### config.mk
export PLATFORM = sky130hd
export DESIGN_NAME = nexys_starship_game_timer
export DESIGN_NICKNAME = d
export VERILOG_FILES = /design/src/rtl/nexys_starship_game_timer.sv
export SDC_FILE = /design/constraint.sdc
export NUM_CORES = 1
export LEC_CHECK = 0
export BUFFER_PORTS_ARGS = -buffer_cell sky130_fd_sc_hd__clkbuf_2
export CAP_MARGIN = 25
export CELL_PAD_IN_SITES_DETAIL_PLACEMENT = 1
export CELL_PAD_IN_SITES_GLOBAL_PLACEMENT = 1
export CORE_MARGIN = 4
export CORE_UTILIZATION = 40
export DETAILED_ROUTE_END_ITERATION = 10
export PLACE_DENSITY_LB_ADDON = 0.1
export RECOVER_POWER = 100
export SYNTH_ARGS = -nofsm -noshare
export SYNTH_HDL_FRONTEND = slang
export SYNTH_SLANG_ARGS = --single-unit
### constraint.sdc
create_clock -name Clk -period 2.6 [get_ports Clk]
set_input_delay 0.26 -clock Clk [delete_from_list [all_inputs] [get_ports Clk]]
set_output_delay 0.26 -clock Clk [all_outputs]
set_load 0.03 [all_outputs]
### src/rtl/nexys_starship_game_timer.sv
// BCD mm:ss game timer: counts play time up, or a preloaded time down to expiry,
// one step per TICK_DIV clock cycles while Run is high.
module nexys_starship_game_timer #(
   parameter int TICK_DIV   = 100000000,
   parameter int MIN_DIGITS = 1,
   parameter bit WRAP       = 1'b0
) (
   input  logic                    Clk,
   input  logic                    Reset,
   input  logic                    Run,
   input  logic                    Clear,
   input  logic                    Load,
   input  logic [4*MIN_DIGITS-1:0] Load_Min,
   input  logic [7:0]              Load_Sec,
   input  logic                    Mode,
   output logic [4*MIN_DIGITS-1:0] Min,
   output logic [3:0]              Sec_Tens,
   output logic [3:0]              Sec_Ones,
   output logic                    Sec_Tick,
   output logic                    Wrap_Pulse,
   output logic                    Max_Flag,
   output logic                    Expired,
   output logic                    Expire_Pulse
);

   localparam int              PW       = $clog2(TICK_DIV);
   localparam int              MW       = 4 * MIN_DIGITS;
   localparam logic [PW-1:0]   PRE_LAST = PW'(TICK_DIV - 1);

   function automatic logic [3:0] clamp_digit(input logic [3:0] d, input logic [3:0] lim);
      return (d > lim) ? lim : d;
   endfunction

   function automatic logic [MW-1:0] clamp_min(input logic [MW-1:0] m);
      logic [MW-1:0] r;
      r = m;
      for (int i = 0; i < MIN_DIGITS; i++) r[4*i +: 4] = clamp_digit(m[4*i +: 4], 4'd9);
      return r;
   endfunction

   function automatic logic all_nine(input logic [MW-1:0] m);
      logic r;
      r = 1'b1;
      for (int i = 0; i < MIN_DIGITS; i++) r = r & (m[4*i +: 4] == 4'd9);
      return r;
   endfunction

   // Ripple carry across minute digits; all-nines rolls to zero.
   function automatic logic [MW-1:0] min_inc(input logic [MW-1:0] m);
      logic [MW-1:0] r;
      logic          c;
      r = m;
      c = 1'b1;
      for (int i = 0; i < MIN_DIGITS; i++) begin
         if (c) begin
            if (m[4*i +: 4] == 4'd9) begin
               r[4*i +: 4] = 4'd0;
            end else begin
               r[4*i +: 4] = m[4*i +: 4] + 4'd1;
               c = 1'b0;
            end
         end
      end
      return r;
   endfunction

   function automatic logic [MW-1:0] min_dec(input logic [MW-1:0] m);
      logic [MW-1:0] r;
      logic          b;
      r = m;
      b = 1'b1;
      for (int i = 0; i < MIN_DIGITS; i++) begin
         if (b) begin
            if (m[4*i +: 4] == 4'd0) begin
               r[4*i +: 4] = 4'd9;
            end else begin
               r[4*i +: 4] = m[4*i +: 4] - 4'd1;
               b = 1'b0;
            end
         end
      end
      return r;
   endfunction

   logic [PW-1:0] presc_q, presc_d;
   logic [MW-1:0] min_q, min_d;
   logic [3:0]    tens_q, tens_d;
   logic [3:0]    ones_q, ones_d;
   logic          sec_tick_q, sec_tick_d;
   logic          wrap_pulse_q, wrap_pulse_d;
   logic          max_flag_q, max_flag_d;
   logic          expired_q, expired_d;
   logic          expire_pulse_q, expire_pulse_d;

   logic run_en, tick, at_max, at_zero;

   always_comb begin
      run_en  = Run & ~expired_q & ~max_flag_q;
      tick    = run_en & (presc_q == PRE_LAST);
      at_max  = all_nine(min_q) & (tens_q == 4'd5) & (ones_q == 4'd9);
      at_zero = (min_q == '0) & (tens_q == 4'd0) & (ones_q == 4'd0);

      presc_d        = presc_q;
      min_d          = min_q;
      tens_d         = tens_q;
      ones_d         = ones_q;
      sec_tick_d     = 1'b0;
      wrap_pulse_d   = 1'b0;
      max_flag_d     = max_flag_q;
      expired_d      = expired_q;
      expire_pulse_d = 1'b0;

      if (Clear) begin
         presc_d    = '0;
         min_d      = '0;
         tens_d     = 4'd0;
         ones_d     = 4'd0;
         max_flag_d = 1'b0;
         expired_d  = 1'b0;
      end else if (Load) begin
         presc_d    = '0;
         min_d      = clamp_min(Load_Min);
         tens_d     = clamp_digit(Load_Sec[7:4], 4'd5);
         ones_d     = clamp_digit(Load_Sec[3:0], 4'd9);
         max_flag_d = 1'b0;
         expired_d  = 1'b0;
      end else if (run_en) begin
         // A paused prescaler keeps its partial second; it only moves while enabled.
         presc_d = tick ? '0 : presc_q + PW'(1);
         if (tick && !Mode) begin
            if (at_max) begin
               if (WRAP) begin
                  min_d        = '0;
                  tens_d       = 4'd0;
                  ones_d       = 4'd0;
                  wrap_pulse_d = 1'b1;
                  sec_tick_d   = 1'b1;
               end else begin
                  max_flag_d = 1'b1;
               end
            end else begin
               sec_tick_d = 1'b1;
               if (ones_q != 4'd9) begin
                  ones_d = ones_q + 4'd1;
               end else begin
                  ones_d = 4'd0;
                  if (tens_q != 4'd5) begin
                     tens_d = tens_q + 4'd1;
                  end else begin
                     tens_d = 4'd0;
                     min_d  = min_inc(min_q);
                  end
               end
            end
         end else if (tick && Mode) begin
            if (at_zero) begin
               expired_d      = 1'b1;
               expire_pulse_d = 1'b1;
            end else begin
               sec_tick_d = 1'b1;
               if (ones_q != 4'd0) begin
                  ones_d = ones_q - 4'd1;
               end else begin
                  ones_d = 4'd9;
                  if (tens_q != 4'd0) begin
                     tens_d = tens_q - 4'd1;
                  end else begin
                     tens_d = 4'd5;
                     min_d  = min_dec(min_q);
                  end
               end
               if ((min_d == '0) && (tens_d == 4'd0) && (ones_d == 4'd0)) begin
                  expired_d      = 1'b1;
                  expire_pulse_d = 1'b1;
               end
            end
         end
      end
   end

   always_ff @(posedge Clk or negedge Reset) begin
      if (!Reset) begin
         presc_q        <= '0;
         min_q          <= '0;
         tens_q         <= 4'd0;
         ones_q         <= 4'd0;
         sec_tick_q     <= 1'b0;
         wrap_pulse_q   <= 1'b0;
         max_flag_q     <= 1'b0;
         expired_q      <= 1'b0;
         expire_pulse_q <= 1'b0;
      end else begin
         presc_q        <= presc_d;
         min_q          <= min_d;
         tens_q         <= tens_d;
         ones_q         <= ones_d;
         sec_tick_q     <= sec_tick_d;
         wrap_pulse_q   <= wrap_pulse_d;
         max_flag_q     <= max_flag_d;
         expired_q      <= expired_d;
         expire_pulse_q <= expire_pulse_d;
      end
   end

   assign Min          = min_q;
   assign Sec_Tens     = tens_q;
   assign Sec_Ones     = ones_q;
   assign Sec_Tick     = sec_tick_q;
   assign Wrap_Pulse   = wrap_pulse_q;
   assign Max_Flag     = max_flag_q;
   assign Expired      = expired_q;
   assign Expire_Pulse = expire_pulse_q;

endmodule
==> results_dict.tcl <==
set metrics [dict create \
    outcome "complete, no violations" \
    worstPathMaxFanout 8 \
    nNetsFinal 448 \
    die-area_sq_um 9160 \
    root_buffer "clkbuf_8" \
    path_depth 7 \
    period_share_pct 93.9 \
    path_delay_family "simple AND/OR/NAND/NOR gates" \
    synth.area.top_cells "dfrtp_1 (35%), nor2_1 (5.4%), nand3_1 (4.9%)" \
    crit_arrival_ps 2640 \
    drt_pass1_iterations 4 \
    final-setup-viol-count 0 \
    core_area_sq_um 7370 \
    via_per_inst 5.60 \
    wl_per_cell_microns 17.7 \
    skew_ps 6.26 \
    io_buffers 33 \
    cts_tree "done" \
    ys_seq_elements 43 \
    yosys_warnings 0 \
    first_global_vias 3178 \
    slew_headroom_pct 35.1 \
    synth-adder-area-share_pct 4.47 \
    worstSetupPathType "reg -> reg" \
    synthArstFlopShare_pct 100 \
    ff2ff_path_depth 7 \
    worstSetupStartpointType "flip-flop" \
    syn_inst 374 \
    synth_cell_types 60 \
    synth.top_cell.area_share_pct 35.0 \
    hold_path_class "in -> reg" \
    antenna_found_initial 0 \
    drv_slew 0 \
    postCtsSetupBuffers 0 \
    yosysSeqAreaShare_pct 35.0 \
    pre_cts_slack_ps 148 \
    clk_pin_slew_ps 90 \
    crit_chain "ha_1, and4b_1, nand4_1, or4_1, o31a_1, buf_4, o31ai_1" \
    worstPathRequired_ps 2800 \
    finalWorstSetupSlack_ps 159 \
    antenna_left 0 \
    cpMaxStageDelayCell "or4_1" \
    avgSynthCellArea_sq_um 8.23 \
    final_cell_mix "nor2_1 (44), dfrtp_1 (42), nand2_1 (33)" \
    via_count 2908 \
    ir_drop_uv 314 \
    worstMarginPinSlew_ps 974 \
    hold_viol_final 0 \
    max_freq_ghz 0.410 \
    antennaDiodeCount 0 \
    grt_util_all_layers_pct 22.1 \
    routabilityCongestion 0.911 \
    whs_path_depth 3 \
    cts_made_buffers 5 \
    final_common_cell "nor2_1" \
    layout-drive-gt1-share_pct 13.8 \
    clk_latency_ps 300 \
    syn2layout_area_growth_pct 16.6 \
    fp.dieW_microns 95.7 \
    grt_max_degree 18 \
    ios 35 \
    row_count 31 \
    power.density_nw_per_um2 474 \
    synth_area_leader_cell "dfrtp_1" \
    drt-initial-drc-count 69 \
    synthXorXnorAreaFrac_pct 5.98 \
    wl_microns 9210 \
    cts_buffer_depth 2 \
    max_stage_delay_ps 600 \
    grt_pass1_wl_microns 15700 \
    ctsHtreeMaxLevel 2 \
    ys.flop_type "dfrtp_1" \
    cap_viol_max_count 0 \
    nFillCells 948 \
    synth_compound_area_share_pct 17.8 \
    rsz0062_at_grt "false" \
    crit_buf_inv 1 \
    start_util_pct 41.7 \
    synth_mux_area_share_pct 3.25 \
    synth_edf_count 0 \
    grt_overflow_total 0 \
    min_period_ps 2440 \
    setup_tns_ps 0 \
    synth_simple_gate_area_share_pct 28.7 \
    die_h_microns 95.7 \
    synth_area_sq_um 3080 \
    synth_top_family_by_area "simple AND/OR/NAND/NOR gates" \
    synth_fp_nets 403 \
    cts_sinks 43 \
    hpwl_microns 7230 \
    post-route-drc-count 0 \
    static-leakage-power_nw 1.46 \
    end_kind "flip-flop" \
]
[Yosys cell counts, types with 3 or more instances]
library cell / instances
nand4_1: 3
mux2i_1: 10
inv_1: 16
a211oi_1: 4
a31oi_1: 5
nor3b_1: 3
clkbuf_1: 18
or3_1: 4
xnor2_1: 11
or3b_2: 3
dfrtp_1: 43
o31a_1: 3
nor2_1: 44
o21a_1: 3
nor3_1: 17
and2_1: 4
o21ai_0: 21
o31ai_1: 5
and3_1: 3
nand3_1: 30
nand2_1: 33
xor2_1: 10
a21oi_1: 18
ha_1: 11
and3b_1: 3
[metrics by stage]
stage	instance area, sq um	util (%)	hold WS [ps]	cells	power [mW]
after floorplan	3090	-	-35.6	374	0.961
after CTS	3630	49.2	192	519	1.73
final	3590	48.7	201	519	1.70
after global routing	3590	48.7	182	519	1.80
after global placement	3490	47.3	143	510	1.10
after detailed placement	3490	47.3	146	510	1.11
[worst register-to-register path: cells and delay by family, from the launching register on]
| kind | cells | cell delay [ps] |
|---|---|---|
| flip-flops | 1 | 400 |
| adder cells (fa/ha/maj) | 1 | 220 |
| buffers and inverters | 1 | 170 |
| AO/OA/AOI/OAI | 2 | 650 |
| AND/OR/NAND/NOR | 3 | 920 |
[report_power, final]
group / leakage [nW] / internal, mW / switching (mW) / total, mW
Combinational: 0.806 / 0.145 / 0.222 / 0.367
Sequential: 0.590 / 0.684 / 0.0335 / 0.718
Clock: 0.0654 / 0.384 / 0.234 / 0.618
Total: 1.46 / 1.21 / 0.490 / 1.70
[layout make-up]
type | count | area [sq um] | area share, %
flip-flops and latches | 43 | 1080 | 30.0
clock buffers | 6 | 72.6 | 2.02
well taps | 99 | 124 | 3.45
repair buffers | 59 | 319 | 8.89
multi-input cells | 294 | 1880 | 52.3
inverters | 16 | 60.1 | 1.67
clock inverters | 2 | 60.1 | 1.67
[final timing paths]
check                             from           to  slack, ps
setup / recovery            presc_q[0]       Min[1]        160
hold / removal             Load_Sec[1]  Sec_Ones[1]        200
setup reg to reg            presc_q[0]       Min[1]        160
hold reg to reg            presc_q[23]  presc_q[23]        530
max in group asynchronous        Reset  Sec_Ones[0]        840
min in group asynchronous        Reset   presc_q[6]        450
[registers in the layout, summed over array words and instances, names as in the netlist]
signal and count:
presc_q 27, Min 4, Sec_Ones 4, Sec_Tens 4, Expire_Pulse 1, Expired 1, Max_Flag 1, Sec_Tick 1
[kinds of logic (layout without fill, tap and decap cells)]
| logic type | after synthesis | in the layout |
|---|---|---|
| mux | 10 | 10 |
| compound gates | 81 | 81 |
| buf+inv | 37 | 83 |
| flops | 43 | 43 |
| fa+ha+maj | 11 | 11 |
| xor+xnor | 21 | 21 |
| simple gates | 170 | 170 |
| other cells | 1 | 1 |
[layer usage]
layer	GRT usage [%]	wire length, microns
met5	0	0
met4	7.11	187
met3	3.28	221
met2	39.0	4800
met1	27.5	4000
[repair_timing]
| item | 4_1_cts | 5_1_grt |
|---|---|---|
| endpoints found under the setup margin | 0 | 2 |
| hold buffers | 1 | 0 |
| hold endpoints to repair | 9 | 0 |
| resized for setup | 0 | 1 |
Note: power is estimated with default switching activity, not from simulation.
